[config.mk]
export PLATFORM = sky130hd
export DESIGN_NAME = saida_flat
export DESIGN_NICKNAME = d
export VERILOG_FILES = /design/src/rtl/saida_pkg.sv /design/src/rtl/saida_if.sv /design/src/rtl/saida_decodificador_7seg.sv /design/src/rtl/saida.sv /design/src/flat_wrapper.sv
export SDC_FILE = /design/constraint.sdc
export NUM_CORES = 1
export LEC_CHECK = 0
export CAP_MARGIN = 20
export CORE_ASPECT_RATIO = 0.6
export CORE_UTILIZATION = 45
export DETAILED_ROUTE_END_ITERATION = 8
export PLACE_DENSITY = 0.83
export SLEW_MARGIN = 25
export SYNTH_ARGS = -nofsm -noshare
export SYNTH_HDL_FRONTEND = slang
export SYNTH_SLANG_ARGS = --single-unit
[constraint.sdc]
create_clock -name clock -period 2.1 [get_ports clock]
set_input_delay 0.525 -clock clock [delete_from_list [all_inputs] [get_ports clock]]
set_output_delay 0.525 -clock clock [all_outputs]
set_load 0.05 [all_outputs]
[src/rtl/saida_pkg.sv]
// Shared definitions for the output stage: FSM encoding and 7-segment pattern table.
package saida_pkg;

  typedef enum logic [1:0] {
    OCIOSO   = 2'd0,
    SUPERIOR = 2'd1,
    INFERIOR = 2'd2,
    FIM      = 2'd3
  } estado_t;

  // Active-high segment patterns {g,f,e,d,c,b,a}, entry 15 first.
  localparam logic [15:0][6:0] SEG_TAB = {
    7'h71, 7'h79, 7'h5E, 7'h39, 7'h7C, 7'h77, 7'h6F, 7'h7F,
    7'h07, 7'h7D, 7'h6D, 7'h66, 7'h4F, 7'h5B, 7'h06, 7'h3F
  };

endpackage

[src/rtl/saida_if.sv]
// Processor-side handshake of the output stage: request level, data word and done pulse.
interface saida_if;
  logic        controle;
  logic [31:0] dado;
  logic        pronto;

  modport master (output controle, output dado, input pronto);
  modport slave  (input controle, input dado, output pronto);
endinterface

[src/rtl/saida_decodificador_7seg.sv]
// Hex nibble to 7-segment decoder with selectable segment-on polarity.
module decodificador_7seg
  import saida_pkg::*;
#(
  parameter logic SEG_ATIVO = 1'b0
) (
  input  logic [3:0] nibble,
  output logic [6:0] segs
);

  always_comb begin
    segs = SEG_TAB[nibble];
    if (!SEG_ATIVO) segs = ~segs;
  end

endmodule

[src/rtl/saida.sv]
// Output stage: latches a 32-bit word and shows it as two 16-bit halves, stepped by the
// operator through a debounced ch0 handshake, then pulses pronto.
module saida
  import saida_pkg::*;
#(
  parameter logic [19:0] DEBOUNCE  = 20'd500000,
  parameter logic        SEG_ATIVO = 1'b0
) (
  input  logic        clock,
  input  logic        reset,
  saida_if.slave      cpu,
  input  logic        ch0,
  output logic [15:0] leds,
  output logic [6:0]  hex3,
  output logic [6:0]  hex2,
  output logic [6:0]  hex1,
  output logic [6:0]  hex0,
  output logic        sup,
  output logic        inf
);

  logic        ch0_s1, ch0_s2, ch0_filt, ch0_filt_ant;
  logic [19:0] cnt;
  logic        sobe, desce;

  estado_t     estado_q, estado_d;
  logic [31:0] palavra_q;
  logic [15:0] leds_q;
  logic        sup_q, inf_q, pronto_q;
  logic        carrega, avanca;

  always_ff @(posedge clock or negedge reset) begin
    if (!reset) begin
      ch0_s1       <= 1'b0;
      ch0_s2       <= 1'b0;
      ch0_filt     <= 1'b0;
      ch0_filt_ant <= 1'b0;
      cnt          <= '0;
    end else begin
      ch0_s1       <= ch0;
      ch0_s2       <= ch0_s1;
      ch0_filt_ant <= ch0_filt;
      if (ch0_s2 == ch0_filt) begin
        cnt <= '0;
      end else if (cnt == DEBOUNCE - 20'd1) begin
        ch0_filt <= ch0_s2;
        cnt      <= '0;
      end else begin
        cnt <= cnt + 20'd1;
      end
    end
  end

  assign sobe  = ch0_filt & ~ch0_filt_ant;
  assign desce = ~ch0_filt & ch0_filt_ant;

  always_comb begin
    estado_d = estado_q;
    carrega  = 1'b0;
    avanca   = 1'b0;
    unique case (estado_q)
      OCIOSO: begin
        if (cpu.controle && !ch0_filt) begin
          estado_d = SUPERIOR;
          carrega  = 1'b1;
        end
      end
      SUPERIOR: begin
        if (!cpu.controle) begin
          estado_d = OCIOSO;
        end else if (sobe) begin
          estado_d = INFERIOR;
          avanca   = 1'b1;
        end
      end
      INFERIOR: begin
        if (!cpu.controle) estado_d = OCIOSO;
        else if (desce)    estado_d = FIM;
      end
      FIM:     estado_d = OCIOSO;
      default: estado_d = OCIOSO;
    endcase
  end

  // Flags are computed from the next state so they line up with the state register.
  always_ff @(posedge clock or negedge reset) begin
    if (!reset) begin
      estado_q  <= OCIOSO;
      palavra_q <= '0;
      leds_q    <= '0;
      sup_q     <= 1'b0;
      inf_q     <= 1'b0;
      pronto_q  <= 1'b0;
    end else begin
      estado_q <= estado_d;
      sup_q    <= (estado_d == SUPERIOR);
      inf_q    <= (estado_d == INFERIOR);
      pronto_q <= (estado_d == FIM);
      if (carrega) begin
        palavra_q <= cpu.dado;
        leds_q    <= cpu.dado[31:16];
      end else if (avanca) begin
        leds_q <= palavra_q[15:0];
      end
    end
  end

  assign leds       = leds_q;
  assign sup        = sup_q;
  assign inf        = inf_q;
  assign cpu.pronto = pronto_q;

  decodificador_7seg #(.SEG_ATIVO(SEG_ATIVO)) u_hex3 (.nibble(leds_q[15:12]), .segs(hex3));
  decodificador_7seg #(.SEG_ATIVO(SEG_ATIVO)) u_hex2 (.nibble(leds_q[11:8]),  .segs(hex2));
  decodificador_7seg #(.SEG_ATIVO(SEG_ATIVO)) u_hex1 (.nibble(leds_q[7:4]),   .segs(hex1));
  decodificador_7seg #(.SEG_ATIVO(SEG_ATIVO)) u_hex0 (.nibble(leds_q[3:0]),   .segs(hex0));

endmodule

[src/flat_wrapper.sv]
// flat-port wrapper written by rule: the top's interface ports become plain ports
module saida_flat import saida_pkg::*;
#(
  parameter logic [19:0] DEBOUNCE  = 20'd500000,
  parameter logic        SEG_ATIVO = 1'b0
)
  (clock, reset, ch0, leds, hex3, hex2, hex1, hex0, sup, inf, cpu_controle, cpu_dado, cpu_pronto);
  saida_if cpu_i ();
  input  logic clock;
  input  logic reset;
  input  logic ch0;
  output logic [15:0] leds;
  output logic [6:0] hex3;
  output logic [6:0] hex2;
  output logic [6:0] hex1;
  output logic [6:0] hex0;
  output logic sup;
  output logic inf;
  input wire logic [$bits(cpu_i.controle)-1:0] cpu_controle;
  input wire logic [$bits(cpu_i.dado)-1:0] cpu_dado;
  output wire logic [$bits(cpu_i.pronto)-1:0] cpu_pronto;
  assign cpu_i.controle = cpu_controle;
  assign cpu_i.dado = cpu_dado;
  assign cpu_pronto = cpu_i.pronto;
  saida #(.DEBOUNCE(DEBOUNCE), .SEG_ATIVO(SEG_ATIVO)) u_core (.clock(clock), .reset(reset), .cpu(cpu_i), .ch0(ch0), .leds(leds), .hex3(hex3), .hex2(hex2), .hex1(hex1), .hex0(hex0), .sup(sup), .inf(inf));
endmodule
==> reports/metrics.cfg <==
[yosys]
synth-xor-area-share_pct = 3.453
avgSynthCellArea_sq_um = 10.03
muxShareOfSynthArea_pct = 14.98
synth_cell_type_count = 39
yosys.area.top_type = dfrtp_1
syn_area_sq_um = 3551
yosys.area_share.adder_pct = 7.400
ys_seq_elements = 61
synth_area_leaders = dfrtp_1, ha_1, mux2i_1
synth-simple-area-share_pct = 17.37
synth_top_family_by_area = simple AND/OR/NAND/NOR gates
ys_warn_count = 0
synth_compound_area_share_pct = 9.760
synth-seq-area-share_pct = 42.99
syn-instance-count = 354
synth_fp_nets = 411
synth_top_area_share_pct = 42.99

[detailed_routing]
drtIter0Drc = 164
ant_nets = 0
wl_met1_mm = 4.493
routed_wl_mm = 10.12
avgViaCountPerCell = 5.403
wl_met3_microns = 480
vias = 3188
met2_length_mm = 5.054
drc = 0
top_layer = met4
detail_route.wl_per_cell_microns = 17.15
drt-pass1-iter-count = 4

[pwr]
p_sw_w = 0.001829
intPower_w = 0.003555
ir_drop_mv = 0.5887
finalPower_w = 0.005383
pwr-share-clk_pct = 31.5
cellLeakagePower_nw = 2.643
power_density_nw_per_um2 = 893.8
p_comb_share_pct = 42.8
seqPwrFrac_pct = 25.8
power_switching_share_pct = 33.97

[layout]
nNetsFinal = 538
final_layout_size_suffix_gt1_share_pct = 45.47
layout_common_cells = buf_4, dfrtp_1, clkdlybuf4s50_1
antennaDiodeCount = 0
area.growth.synth_to_final_pct = 69.63
layout_commonest_cell = buf_4

[cts]
clk_latency_ps = 330
htreeDepth = 3
clkTransAtPathRegs_ps = 50
cts_tree = done
cts_buffers = 9
clock_tree.root_cell = clkbuf_16
clk_path_buf_depth = 2
cts_sinks = 61
holdBufCountCts = 0

[timing]
tightest_slew_ps = 519.0
fin_crit_sh_pct = 111.4
rsz0062_at_grt = true
skew_ps = 5.687
setup_viol = 18
fin_crit_ps = 2339
hold_viol_final = 0
finalMaxSlewViolations = 0
fmax_ghz = 0.4276
slew_headroom_pct = 65.40
fin_ws_ps = -238.6

[setup_path]
startpoint = u_core.leds[8]$_DFFE_PN0P_
cp-start-kind = register
endpoint = hex2[3]
rr_startpoint = u_core.cnt[0]$_DFF_PN0_
r2r_slack_ps = 140
cp-end-kind = output port
slowest_stage = mux4_2
reg2reg_to = u_core.cnt[16]$_DFF_PN0_
crit_path_cell_trace = inv_2, ha_4, inv_2, mux4_2, buf_8
critPathKind = reg2out
reg2reg_depth = 5
crit_fanout = 4
max_stage_delay_ps = 470
arrival_ps = 1810
crit_top_cell = inv_2
critPathRequiredTime_ps = 1570

[hold_path]
min_path_type = in2async

[die]
pin_count = 83
coreArea_sq_um = 7447
row_count = 24
floorplan.die_area_sq_um = 8262
dieWidth_microns = 116.7
start_util_pct = 47.68
die_y_microns = 70.81

[global_route]
grt_pass1_vias = 3106
grt_pass1_wl_mm = 15.17
track_usage_pct = 23.93
grt_antenna_before_repair = 0
grt_max_degree = 31
grt-ovfl-total = 0

[run_status]
status = finished with violations
violations = negative setup slack

[placed_design]
hpwl_mm = 6.503
place.gp.congestion = 0.8446
io_buffers = 82
pre_cts_slack_ps = -25.09

[job]
drv_cap = 0

## repair_timing
action / 4_1_cts / 5_1_grt
resized for setup: 52 / 40
setup endpoints to repair: 24 / 28
pin swaps: 11 / 20
buffers inserted: 15 / 10
## flip-flops by register name, indices dropped and copies added (netlist names)
name	cells
u_core.ch0_filt_ant	1
u_core.palavra_q	16
u_core.estado_q	2
u_core.ch0_s1	1
u_core.ch0_s2	1
u_core.cnt	20
u_core.sup	1
u_core.inf	1
u_core.cpu.pronto	1
u_core.leds	16
u_core.ch0_filt	1
## power groups by stage
stage                     registers (W)  logic (W)  clock network [W]
final                           0.00139    0.00230            0.00169
after global routing            0.00140    0.00240            0.00178
after CTS                       0.00137    0.00214            0.00171
after detailed placement        0.00140    0.00195                  0
after global placement          0.00139    0.00191                  0
after floorplan                 0.00151    0.00101                  0
## Yosys cell counts
master and n:
o31ai_1 2, mux2i_1 25, mux2_2 17, or3_1 5
a21oi_1 7, and3b_1 1, nand2b_1 3, or3b_2 4
xor2_1 5, inv_1 19, mux4_2 4, nor2_1 34
nand4_1 5, a32o_1 4, and2_1 1, nor4_1 2
nand3_1 6, or4_4 2, o21ai_0 30, dfrtp_1 61
nor2b_1 8, o32ai_1 4, buf_2 4, a22o_1 6
nor3_1 4, nand3b_1 1, or4_1 1, ha_1 21
clkbuf_1 12, nand2_1 34, a31oi_1 3, buf_1 2
nor4b_1 3, xnor2_1 9, nor3b_1 1, or2_2 1
nor4bb_1 1, nand4_4 1, and4_1 1
## how the worst min path moves through the flow
stage	from	to	cells past startpoint
6_report	reset	u_core.cnt[0]$_DFF_PN0_	1
3_3_place_gp	u_core.ch0_s1$_DFF_PN0_	u_core.ch0_s2$_DFF_PN0_	0
2_1_floorplan	reset	u_core.ch0_filt$_DFFE_PN0P_	0
5_1_grt	reset	u_core.cnt[0]$_DFF_PN0_	1
3_5_place_dp	u_core.ch0_s1$_DFF_PN0_	u_core.ch0_s2$_DFF_PN0_	0
4_1_cts	reset	u_core.cnt[0]$_DFF_PN0_	1
## through the flow
step	util (%)	instances	hold slack, ps	cell area (sq um)	TNS (ps)
floorplan	-	354	229.4	3780	-11.06
global placement	68.58	549	333.8	5107	0
detailed placement	68.58	549	354.9	5107	-166.3
CTS	77.44	580	184.2	5767	-1649
global route	80.88	590	200.7	6023	-2853
finish	80.88	590	171.3	6023	-2077
## final cells by class
type,count,area (sq um)
Clock inverter,6,110.1
Inverter,19,88.84
Fill cell,413,1424
Tap cell,104,130.1
Multi-Input combinational cell,256,2391
Sequential cell,61,1541
Clock buffer,10,239.0
Timing Repair Buffer,134,1523
## metal layers
metal	vias up	GRT usage, %
met5	-	0
met4	0	3.657
li1	1499	-
met1	1583	31.70
met2	92	40.30
met3	14	6.341
## cell families after synthesis
logic type               count (synthesis)
buffers and inverters                   37
XOR/XNOR                                14
AND/OR/NAND/NOR                        119
AO/OA/AOI/OAI                           56
adder cells (fa/ha/maj)                 21
multiplexers                            46
flip-flops                              61
## critical path: cells and delay by family, from the launching register on
| kind | cells | cell delay, ps |
|---|---|---|
| buffers and inverters | 3 | 300 |
| muxes | 1 | 470 |
| adders and majority gates | 1 | 270 |
| DFF | 1 | 450 |
Power figures use the tool's default switching activity.
